<file path="src/rtl/sram_arb_pkg.sv">
`default_nettype none
// ============================================================================
// Module      : sram_arb_pkg
// Description : Shared widths, FSM encoding and streak helper for the SRAM
//               port arbiter.
// Revision    : 1.0 - initial release
// ============================================================================
package sram_arb_pkg;

  localparam int C_ADDR_W   = 12;
  localparam int C_DATA_W   = 16;
  localparam int C_STREAK_W = 4;

  typedef enum logic [1:0] {
    S_IDLE     = 2'b00,
    S_WR       = 2'b01,
    S_RD_FORCE = 2'b10
  } arb_state_t;

  typedef logic [C_STREAK_W-1:0] streak_t;

  // Saturating increment: the streak never counts past the limit.
  function automatic streak_t streak_sat_inc(input streak_t cur, input streak_t lim);
    return (cur >= lim) ? lim : cur + streak_t'(1);
  endfunction

endpackage
`default_nettype wire

</file>
<file path="src/rtl/sram_port_arbiter_if.sv">
`default_nettype none
// ============================================================================
// Module      : sram_port_arbiter_if
// Description : Requester handshakes plus the single SRAM port. The slave
//               modport is the arbiter's view; master is the surrounding
//               controller/SRAM view.
// Revision    : 1.0 - initial release
// ============================================================================
interface sram_port_arbiter_if #(
  parameter int ADDR_W = 12,
  parameter int DATA_W = 16
);
  // read requester
  logic              rd_req;
  logic [ADDR_W-1:0] rd_addr;
  logic              rd_gnt;
  logic [DATA_W-1:0] rd_data;
  logic              rd_valid;
  // write requester
  logic              wr_req;
  logic [ADDR_W-1:0] wr_addr;
  logic [DATA_W-1:0] wr_data;
  logic              wr_gnt;
  // control / status
  logic              quiesce;
  logic              busy;
  // SRAM port
  logic [ADDR_W-1:0] dut_sram_read_address;
  logic [ADDR_W-1:0] dut_sram_write_address;
  logic [DATA_W-1:0] dut_sram_write_data;
  logic              dut_sram_write_enable;
  logic [DATA_W-1:0] sram_dut_read_data;

  modport slave (
    input  rd_req, rd_addr, wr_req, wr_addr, wr_data, quiesce, sram_dut_read_data,
    output rd_gnt, rd_data, rd_valid, wr_gnt, busy,
           dut_sram_read_address, dut_sram_write_address,
           dut_sram_write_data, dut_sram_write_enable
  );

  modport master (
    output rd_req, rd_addr, wr_req, wr_addr, wr_data, quiesce, sram_dut_read_data,
    input  rd_gnt, rd_data, rd_valid, wr_gnt, busy,
           dut_sram_read_address, dut_sram_write_address,
           dut_sram_write_data, dut_sram_write_enable
  );
endinterface
`default_nettype wire

</file>
<file path="src/rtl/sram_rd_valid_pipe.sv">
`default_nettype none
// ============================================================================
// Module      : sram_rd_valid_pipe
// Description : Delays the read-grant bit by RD_LAT+1 cycles so rd_valid
//               lines up with data coming back from the SRAM.
// Revision    : 1.0 - initial release
// ============================================================================
module sram_rd_valid_pipe #(
  parameter int RD_LAT = 1
) (
  input  logic clk,
  input  logic reset_b,
  input  logic i_gnt,
  output logic o_valid,
  output logic o_any
);

  logic [RD_LAT:0] r_pipe;

  // Shift grants toward the output; reset drops every in-flight read.
  always_ff @(posedge clk) begin
    if (!reset_b) begin
      r_pipe <= '0;
    end else begin
      r_pipe <= {r_pipe[RD_LAT-1:0], i_gnt};
    end
  end

  assign o_valid = r_pipe[RD_LAT];
  assign o_any   = |r_pipe;

endmodule
`default_nettype wire

</file>
<file path="src/rtl/sram_port_arbiter.sv">
`default_nettype none
// ============================================================================
// Module      : sram_port_arbiter
// Description : Shares one SRAM port between row fetch (read) and row
//               writeback (write). Writes win, but a bounded write streak
//               forces a read slot so prefetch always progresses.
// Revision    : 1.0 - initial release
// ============================================================================
module sram_port_arbiter
  import sram_arb_pkg::*;
#(
  parameter int ADDR_W        = C_ADDR_W,
  parameter int DATA_W        = C_DATA_W,
  parameter int RD_LAT        = 1,
  parameter int MAX_WR_STREAK = 4
) (
  input  logic                clk,
  input  logic                reset_b,
  sram_port_arbiter_if.slave  bus
);

  localparam streak_t c_max_streak = streak_t'(MAX_WR_STREAK);

  arb_state_t        r_state;
  arb_state_t        w_state_nxt;
  streak_t           r_streak;
  streak_t           w_streak_nxt;
  logic              w_rd_gnt;
  logic              w_wr_gnt;
  logic              w_can_grant;
  logic              w_streak_full;
  logic              w_rd_valid;
  logic              w_pipe_any;

  logic [ADDR_W-1:0] r_rd_addr;
  logic [ADDR_W-1:0] r_wr_addr;
  logic [DATA_W-1:0] r_wr_data;
  logic              r_wr_en;

  // Grants are suppressed during reset and while quiesced.
  assign w_can_grant   = reset_b & ~bus.quiesce;
  assign w_streak_full = (r_streak == c_max_streak);

  // Grant decision and next-state/streak computation.
  always_comb begin
    w_rd_gnt     = 1'b0;
    w_wr_gnt     = 1'b0;
    w_state_nxt  = r_state;
    w_streak_nxt = r_streak;
    case (r_state)
      S_IDLE: begin
        if (w_can_grant) begin
          if (bus.wr_req) begin
            w_wr_gnt     = 1'b1;
            w_state_nxt  = S_WR;
            w_streak_nxt = streak_t'(1);
          end else if (bus.rd_req) begin
            w_rd_gnt     = 1'b1;
            w_streak_nxt = '0;
          end
        end
      end
      S_WR: begin
        if (w_can_grant) begin
          if (bus.wr_req && !(bus.rd_req && w_streak_full)) begin
            w_wr_gnt     = 1'b1;
            // Only a waiting reader makes the streak grow.
            w_streak_nxt = bus.rd_req ? streak_sat_inc(r_streak, c_max_streak)
                                      : streak_t'(1);
          end else if (bus.rd_req && w_streak_full) begin
            // Spend one idle cycle, then the read is granted unconditionally.
            w_state_nxt = S_RD_FORCE;
          end else if (bus.rd_req) begin
            w_rd_gnt     = 1'b1;
            w_state_nxt  = S_IDLE;
            w_streak_nxt = '0;
          end else begin
            w_state_nxt  = S_IDLE;
            w_streak_nxt = '0;
          end
        end
      end
      S_RD_FORCE: begin
        if (w_can_grant) begin
          w_rd_gnt     = 1'b1;
          w_state_nxt  = S_IDLE;
          w_streak_nxt = '0;
        end
      end
      default: begin
        w_state_nxt  = S_IDLE;
        w_streak_nxt = '0;
      end
    endcase
  end

  // FSM state, streak counter and registered SRAM-side outputs.
  always_ff @(posedge clk) begin
    if (!reset_b) begin
      r_state   <= S_IDLE;
      r_streak  <= '0;
      r_rd_addr <= '0;
      r_wr_addr <= '0;
      r_wr_data <= '0;
      r_wr_en   <= 1'b0;
    end else begin
      r_state  <= w_state_nxt;
      r_streak <= w_streak_nxt;
      r_wr_en  <= w_wr_gnt;
      if (w_wr_gnt) begin
        r_wr_addr <= bus.wr_addr;
        r_wr_data <= bus.wr_data;
      end
      if (w_rd_gnt) begin
        r_rd_addr <= bus.rd_addr;
      end
    end
  end

  sram_rd_valid_pipe #(
    .RD_LAT (RD_LAT)
  ) u_rd_valid_pipe (
    .clk     (clk),
    .reset_b (reset_b),
    .i_gnt   (w_rd_gnt),
    .o_valid (w_rd_valid),
    .o_any   (w_pipe_any)
  );

  assign bus.rd_gnt                 = w_rd_gnt;
  assign bus.wr_gnt                 = w_wr_gnt;
  assign bus.rd_valid               = w_rd_valid;
  assign bus.rd_data                = w_rd_valid ? bus.sram_dut_read_data : '0;
  assign bus.busy                   = bus.rd_req | bus.wr_req | w_pipe_any;
  assign bus.dut_sram_read_address  = r_rd_addr;
  assign bus.dut_sram_write_address = r_wr_addr;
  assign bus.dut_sram_write_data    = r_wr_data;
  assign bus.dut_sram_write_enable  = r_wr_en;

endmodule
`default_nettype wire

</file>
<file path="src/flat_wrapper.sv">
// flat-port wrapper written by rule: the top's interface ports become plain ports
module sram_port_arbiter_flat import sram_arb_pkg::*;
#(
  parameter int ADDR_W        = C_ADDR_W,
  parameter int DATA_W        = C_DATA_W,
  parameter int RD_LAT        = 1,
  parameter int MAX_WR_STREAK = 4
)
  (clk, reset_b, bus_rd_req, bus_rd_addr, bus_wr_req, bus_wr_addr, bus_wr_data, bus_quiesce, bus_sram_dut_read_data, bus_rd_gnt, bus_rd_data, bus_rd_valid, bus_wr_gnt, bus_busy, bus_dut_sram_read_address, bus_dut_sram_write_address, bus_dut_sram_write_data, bus_dut_sram_write_enable);
  sram_port_arbiter_if #(.ADDR_W(ADDR_W), .DATA_W(DATA_W)) bus_i ();
  input  logic clk;
  input  logic reset_b;
  input wire logic [$bits(bus_i.rd_req)-1:0] bus_rd_req;
  input wire logic [$bits(bus_i.rd_addr)-1:0] bus_rd_addr;
  input wire logic [$bits(bus_i.wr_req)-1:0] bus_wr_req;
  input wire logic [$bits(bus_i.wr_addr)-1:0] bus_wr_addr;
  input wire logic [$bits(bus_i.wr_data)-1:0] bus_wr_data;
  input wire logic [$bits(bus_i.quiesce)-1:0] bus_quiesce;
  input wire logic [$bits(bus_i.sram_dut_read_data)-1:0] bus_sram_dut_read_data;
  output wire logic [$bits(bus_i.rd_gnt)-1:0] bus_rd_gnt;
  output wire logic [$bits(bus_i.rd_data)-1:0] bus_rd_data;
  output wire logic [$bits(bus_i.rd_valid)-1:0] bus_rd_valid;
  output wire logic [$bits(bus_i.wr_gnt)-1:0] bus_wr_gnt;
  output wire logic [$bits(bus_i.busy)-1:0] bus_busy;
  output wire logic [$bits(bus_i.dut_sram_read_address)-1:0] bus_dut_sram_read_address;
  output wire logic [$bits(bus_i.dut_sram_write_address)-1:0] bus_dut_sram_write_address;
  output wire logic [$bits(bus_i.dut_sram_write_data)-1:0] bus_dut_sram_write_data;
  output wire logic [$bits(bus_i.dut_sram_write_enable)-1:0] bus_dut_sram_write_enable;
  assign bus_i.rd_req = bus_rd_req;
  assign bus_i.rd_addr = bus_rd_addr;
  assign bus_i.wr_req = bus_wr_req;
  assign bus_i.wr_addr = bus_wr_addr;
  assign bus_i.wr_data = bus_wr_data;
  assign bus_i.quiesce = bus_quiesce;
  assign bus_i.sram_dut_read_data = bus_sram_dut_read_data;
  assign bus_rd_gnt = bus_i.rd_gnt;
  assign bus_rd_data = bus_i.rd_data;
  assign bus_rd_valid = bus_i.rd_valid;
  assign bus_wr_gnt = bus_i.wr_gnt;
  assign bus_busy = bus_i.busy;
  assign bus_dut_sram_read_address = bus_i.dut_sram_read_address;
  assign bus_dut_sram_write_address = bus_i.dut_sram_write_address;
  assign bus_dut_sram_write_data = bus_i.dut_sram_write_data;
  assign bus_dut_sram_write_enable = bus_i.dut_sram_write_enable;
  sram_port_arbiter #(.ADDR_W(ADDR_W), .DATA_W(DATA_W), .RD_LAT(RD_LAT), .MAX_WR_STREAK(MAX_WR_STREAK)) u_core (.clk(clk), .reset_b(reset_b), .bus(bus_i));
endmodule
</file>
<file path="config.mk">
export PLATFORM = sky130hd
export DESIGN_NAME = sram_port_arbiter_flat
export DESIGN_NICKNAME = d
export VERILOG_FILES = /design/src/rtl/sram_arb_pkg.sv /design/src/rtl/sram_port_arbiter_if.sv /design/src/rtl/sram_rd_valid_pipe.sv /design/src/rtl/sram_port_arbiter.sv /design/src/flat_wrapper.sv
export SDC_FILE = /design/constraint.sdc
export NUM_CORES = 1
export LEC_CHECK = 0
export ABC_AREA = 1
export CAP_MARGIN = 10
export CORE_MARGIN = 2
export CORE_UTILIZATION = 37
export DETAILED_ROUTE_END_ITERATION = 8
export GPL_TIMING_DRIVEN = 0
export PLACE_DENSITY = 0.77
export SLEW_MARGIN = 5
export SYNTH_ARGS = -nofsm -noshare
export SYNTH_HDL_FRONTEND = slang
export SYNTH_HIERARCHICAL = 1
export SYNTH_SLANG_ARGS = --single-unit
</file>
<file path="constraint.sdc">
create_clock -name clk -period 1.9 [get_ports clk]
set_clock_uncertainty 0.15 [all_clocks]
set_input_delay 0.285 -clock clk [delete_from_list [all_inputs] [get_ports clk]]
set_output_delay 0.285 -clock clk [all_outputs]
set_load 0.01 [all_outputs]
</file>
# Word-level counts from Yosys, hierarchy flattened
# Index checks and enable logic that the tools add are counted.
op_classes:
  addsub: 1
  eq_ne: 10
  n_bitwise: 4
  muxes: 31
  reduce_logical: 7
  n_lt_le_gt_ge: 1
ops:
  columns: ["operator", "count"]
  rows:
  - ["2-to-1 mux 4 bit", 9]
  - ["2-to-1 mux 16 bit", 1]
  - ["2-to-1 mux 2 bit", 6]
  - ["one-hot mux 4 bit (3 select lines)", 1]
  - ["2-to-1 mux 1 bit", 11]
  - ["AND reduction 5 bit", 2]
  - ["inequality test 2 x 1 -> 1 bit (second input constant)", 3]
  - ["inequality test 3 bit (second input constant)", 2]
  - ["one-hot mux 2 bit (3 select lines)", 1]
  - ["adder 4 x 1 -> 4 bit (second input constant)", 1]
  - ["== test 4 x 3 -> 1 bit (second input constant)", 1]
  - ["greater-or-equal comparator 4 x 3 -> 1 bit (second input constant)", 1]
  - ["inequality test 2 bit (second input constant)", 2]
  - ["one-hot mux 1 bit (3 select lines)", 1]
  - ["== test 2 x 1 -> 1 bit (second input constant)", 1]
  - ["== test 2 bit (second input constant)", 1]
  - ["logical AND 1 bit", 2]
  - ["logical NOT 2 bit", 1]
  - ["OR 1 bit", 2]
  - ["one-hot mux 1 bit (2 select lines)", 1]
  - ["OR reduction 2 bit", 1]
  - ["AND 1 bit", 1]
  - ["logical NOT 1 bit", 1]
  - ["inverter 1 bit", 1]
word_totals:
  in_bits: 61
  reg_bits: 49
  elab_cells: 61
  output_inout_bits: 61

# Logic depth before layout (Yosys ltp)
depth:
  word_depth: 7
  depth_mapped: 12
  ltp_nobuf: 11

# Hierarchy
# Netlist, hierarchy kept.
by_module_without_submodules:
  columns: ["module", "cells_each", "n_inst", "seq_area_each_um2", "area_per_inst_um2"]
  rows:
  - ["sram_port_arbiter", 288, 1, 940.9, 2008.2]
  - ["sram_rd_valid_pipe", 9, 1, 40.0, 66.3]

# Least setup slack after synthesis
# No wires, ideal clock.
synth_timing:
  path_type: "register -> output"
  from: "reg u_core.r_streak[0]"
  to: "out bus_rd_gnt"
  n_path_buf: 1
  t_required_ns: 1.465
  arrival_ns: 1.131
  stages_incl_launch_ff: 11
  slack_ns: 0.334
  cell_sequence: "dfxtp_1 > inv_1 > ha_1 > nand2_1 > nor2_1 > nand2_1 > nand2_1 > nand2_1 > nand2_1 > inv_2 > buf_4"
synth_between:
  elab_chain_cells: 7
  word_cells_on_any_way: 8
  classes_between: "1 x eq/ne; 4 x mux; 3 x reduce/logical"
synth_rtl:
  columns: ["item", "line", "text"]
  rows:
  - ["start: declaration", "sram_port_arbiter.sv:26", "streak_t r_streak;"]
  - ["start signal: assignment", "sram_port_arbiter.sv:108", "r_streak <= w_streak_nxt;"]
  - ["== test 4 x 3 -> 1 bit (*)", "sram_port_arbiter.sv:42", "assign w_streak_full = (r_streak == c_max_streak);"]
  - ["logical AND 1 bit (*)", "sram_port_arbiter.sv:65, sram_port_arbiter.sv:70", null]
  - ["logical NOT 1 bit", "sram_port_arbiter.sv:65", "if (bus.wr_req && !(bus.rd_req && w_streak_full)) begin"]
  - ["logical AND 1 bit", "sram_port_arbiter.sv:65", null]
  - ["2-to-1 mux 1 bit (*)", "sram_port_arbiter.sv:65", null]
  - ["2-to-1 mux 1 bit (*)", "sram_port_arbiter.sv:64", "if (w_can_grant) begin"]
  - ["one-hot mux 1 bit (3 select lines) (*)", "sram_port_arbiter.sv:50", "case (r_state)"]
  - ["end: declaration", "flat_wrapper.sv:20", "output wire logic [$bits(bus_i.rd_gnt)-1:0] bus_rd_gnt;"]
# Every way passes the cells marked *; elsewhere a longest branch is shown, timed or not.

# Worst setup path after layout
# Ends and elaborated chain as after synthesis.

==> impl_metrics.ini <==
[pwr]
switchingPower_mw = 0.538
ir_drop_mv = 0.461
p_int_mw = 1.59
clkPwrFrac_pct = 27.7
pwr-share-comb_pct = 20.7
finalPower_mw = 2.13
netSwitchingFraction_pct = 25.3
leakage_nw = 1.81
seq_power_share_pct = 51.5
power_density_mw_per_mm2 = 589

[detailed_routing]
wl_met2_um = 2900
drc = 0
vias = 2279
viasPerCell = 4.47
dr.pass1.iters = 4
drt-wirelength-per-cell_um = 11.7
wl_met1_um = 2300
top_layer_used = met4
dr_wl_met3_um = 568
wirelength_um = 5950
drtAntennaViolNets = 0
first_iter_violations = 86

[timing]
rsz0062_at_grt = true
worst_slack_ps = 38.6
fmax_mhz = 537
whs_ps = 224
hold_viol_final = 0
final.setup.tns_ps = 0
slew_headroom_pct = 69.9
drv_slew = 0
final.min_clock_period_ps = 1860
worst_pin_slew_ps = 451
setup_viol = 0
post-route-period-util_pct = 98.0

[run_status]
outcome = completed

[clock_tree]
cts_root_buf = clkbuf_8
cts_inserted_buffers = 5
clock_insertion_delay_worst_skew_ps = 290
clk_path_buf_depth = 2
clock-sinks = 49
cts.reportedPaths.clkPinSlew_ps = 90
cts_tree = built
cts-htree-levels = 2

[synthesis]
ys_ff_latch = 49
synth_area_leaders = dfxtp_1, nand2_1, nor2_1, inv_1, o21ai_0
synth_cell_types = 23
netlist_instances = 297
yosys_warnings = 6
yosysSeqAreaShare_pct = 47.3
synth_area_per_cell_um2 = 6.98
synthesis.nets = 360
synth_top_area_share_pct = 47.3
syn_area_mm2 = 0.00207
yosysTopAreaCell = dfxtp_1

[floorplan]
die_w_um = 78.9
fp.dieArea_mm2 = 0.00622
start_util_pct = 37.9
core_area_mm2 = 0.00547
rows = 27
ios = 122
die_y_um = 78.9

[placed_design]
placed_area_mm2 = 0.00338
place_ws_ps = -796
dp_hpwl_um = 4400
io_buffers = 121
gp_congestion = 0.839
dp.cells = 490

[setup_path]
path_max_fanout = 3
crit_arrival_ps = 1430
worstSetupEndpoint = bus_rd_gnt
crit_chain = inv_2 > ha_4 > nand2_4 > nor2_4 > nand2_1 > nand2_1 > nand2_1 > nand2_2 > inv_2 > buf_6
r2r_slack_ps = 60
crit_type = register to output port
endpoint_kind = output port
r2r_end = u_core/bus.dut_sram_write_data[11]$_SDFFE_PN0P_
reg2reg_from = u_core/r_streak[0]$_SDFFE_PN0P_
worst-r2r-cell-count = 12
cp_num_buf_inv = 3
crit_top_cell = nand2_1
crit_family = simple AND/OR/NAND/NOR gates
critPathMaxStageDelay_ps = 330
worst_path_max_delay_cell = dfxtp_2
critical_path_depth = 10
crit_required_ps = 1460
start_kind = register
startpoint = u_core/r_streak[0]$_SDFFE_PN0P_

[layout]
register_area_um2 = 986
postLayoutCellArea_mm2 = 0.00362
final_core_util_pct = 66.1
area_delta_synth_final_pct = 74.4
mostFrequentLayoutCells = clkdlybuf4s50_1, nand2_1, nor2_1
layout_commonest_cell = clkdlybuf4s50_1
diodes = 0
drive_above_1_share_pct = 12.3
multi_input_area_um2 = 896
nets = 500
n_fill_cell = 478
layoutNonFillerInstCount = 510

[global_route]
grt.total_usage_pct = 18.8
grt.overflow.total = 0
antenna_found_initial = 0
grt_pass1_vias = 2143
grt_pass1_wl_um = 9390
grt_max_degree = 15

[flow_run]
drv_cap = 0

[worst_hold_path]
min_from = reset_b
min_path_type = input pin to register
[routing by layer]
| layer | global-route usage, % | vias up |
|---|---|---|
| li1 | - | 1179 |
| met1 | 19.3 | 979 |
| met2 | 34.4 | 103 |
| met3 | 6.48 | 18 |
| met4 | 8.10 | 0 |
| met5 | 0 | - |
[Yosys cell counts, drive strengths merged]
master,number
nand4,2
inv,37
or2,1
o221ai,1
o21ai,29
nor3,2
ha,2
nand3,17
buf,9
clkbuf,6
dfxtp,49
a21oi,3
nand2,72
nor2,67
[logic make-up after synthesis]
family          after synthesis  share of synthesized area [%]
compound gates               33                           8.14
fa+ha+maj                     2                           1.21
buf+inv                      52                           11.5
flops                        49                           47.3
simple gates                161                           31.9
[worst min path at each step]
stage / to / slack, ps / cells after the start
6_report: u_core/u_rd_valid_pipe/r_pipe[1]$_SDFF_PN0_ / 220 / 3
5_1_grt: u_core/u_rd_valid_pipe/r_pipe[1]$_SDFF_PN0_ / 230 / 3
4_1_cts: u_core/u_rd_valid_pipe/r_pipe[1]$_SDFF_PN0_ / 220 / 3
3_5_place_dp: u_core/u_rd_valid_pipe/r_pipe[1]$_SDFF_PN0_ / 270 / 2
3_3_place_gp: u_core/u_rd_valid_pipe/r_pipe[1]$_SDFF_PN0_ / 270 / 2
2_1_floorplan: u_core/u_rd_valid_pipe/r_pipe[0]$_SDFF_PN0_ / 230 / 2
[registers in the layout (all words and copies together) (netlist names)]
signal and cells:
u_core/u_rd_valid_pipe/r_pipe 2, u_core/r_streak 4, u_core/r_state 2, u_core/bus.dut_sram_write_address 12
u_core/bus.dut_sram_write_enable 1, u_core/bus.dut_sram_write_data 16, u_core/bus.dut_sram_read_address 12
[power groups by stage]
| stage | registers, mW | clock network (mW) | logic, mW |
|---|---|---|---|
| after floorplan | 1.14 | 0 | 0.139 |
| after global placement | 1.12 | 0 | 0.399 |
| after detailed placement | 1.12 | 0 | 0.406 |
| after CTS | 1.10 | 0.610 | 0.430 |
| after global routing | 1.10 | 0.646 | 0.481 |
| final | 1.10 | 0.590 | 0.442 |
[layout make-up]
cell class,instances,area share [%]
sequential,49,27.3
multi-input combinational,196,24.8
inverter,37,4.12
clock buffer,6,2.01
tap,72,2.49
buffer,13,2.84
clock inverter,2,0.277
timing repair buffer,135,36.3
[worst reg2reg max path: stages, from the launching register on]
cell and delay (ps):
dfxtp_2 350, inv_2 50, ha_4 160, nand2_4 70, nor2_4 40, nand3_2 90, nand2_4 90, buf_4 140
buf_4 130, buf_6 130, buf_6 140, o21ai_1 150, nor2_1 60
[what timing repair did]
| action | 4_1_cts | 5_1_grt |
|---|---|---|
| hold buffers | 0 | 0 |
| endpoints found under the setup margin | 19 | 15 |
| resized for setup | 46 | 15 |
| pin swaps | 4 | 5 |
| endpoints found under the hold margin | 0 | 0 |
| setup buffers | 9 | 5 |
(Power assumes the default switching activity.)
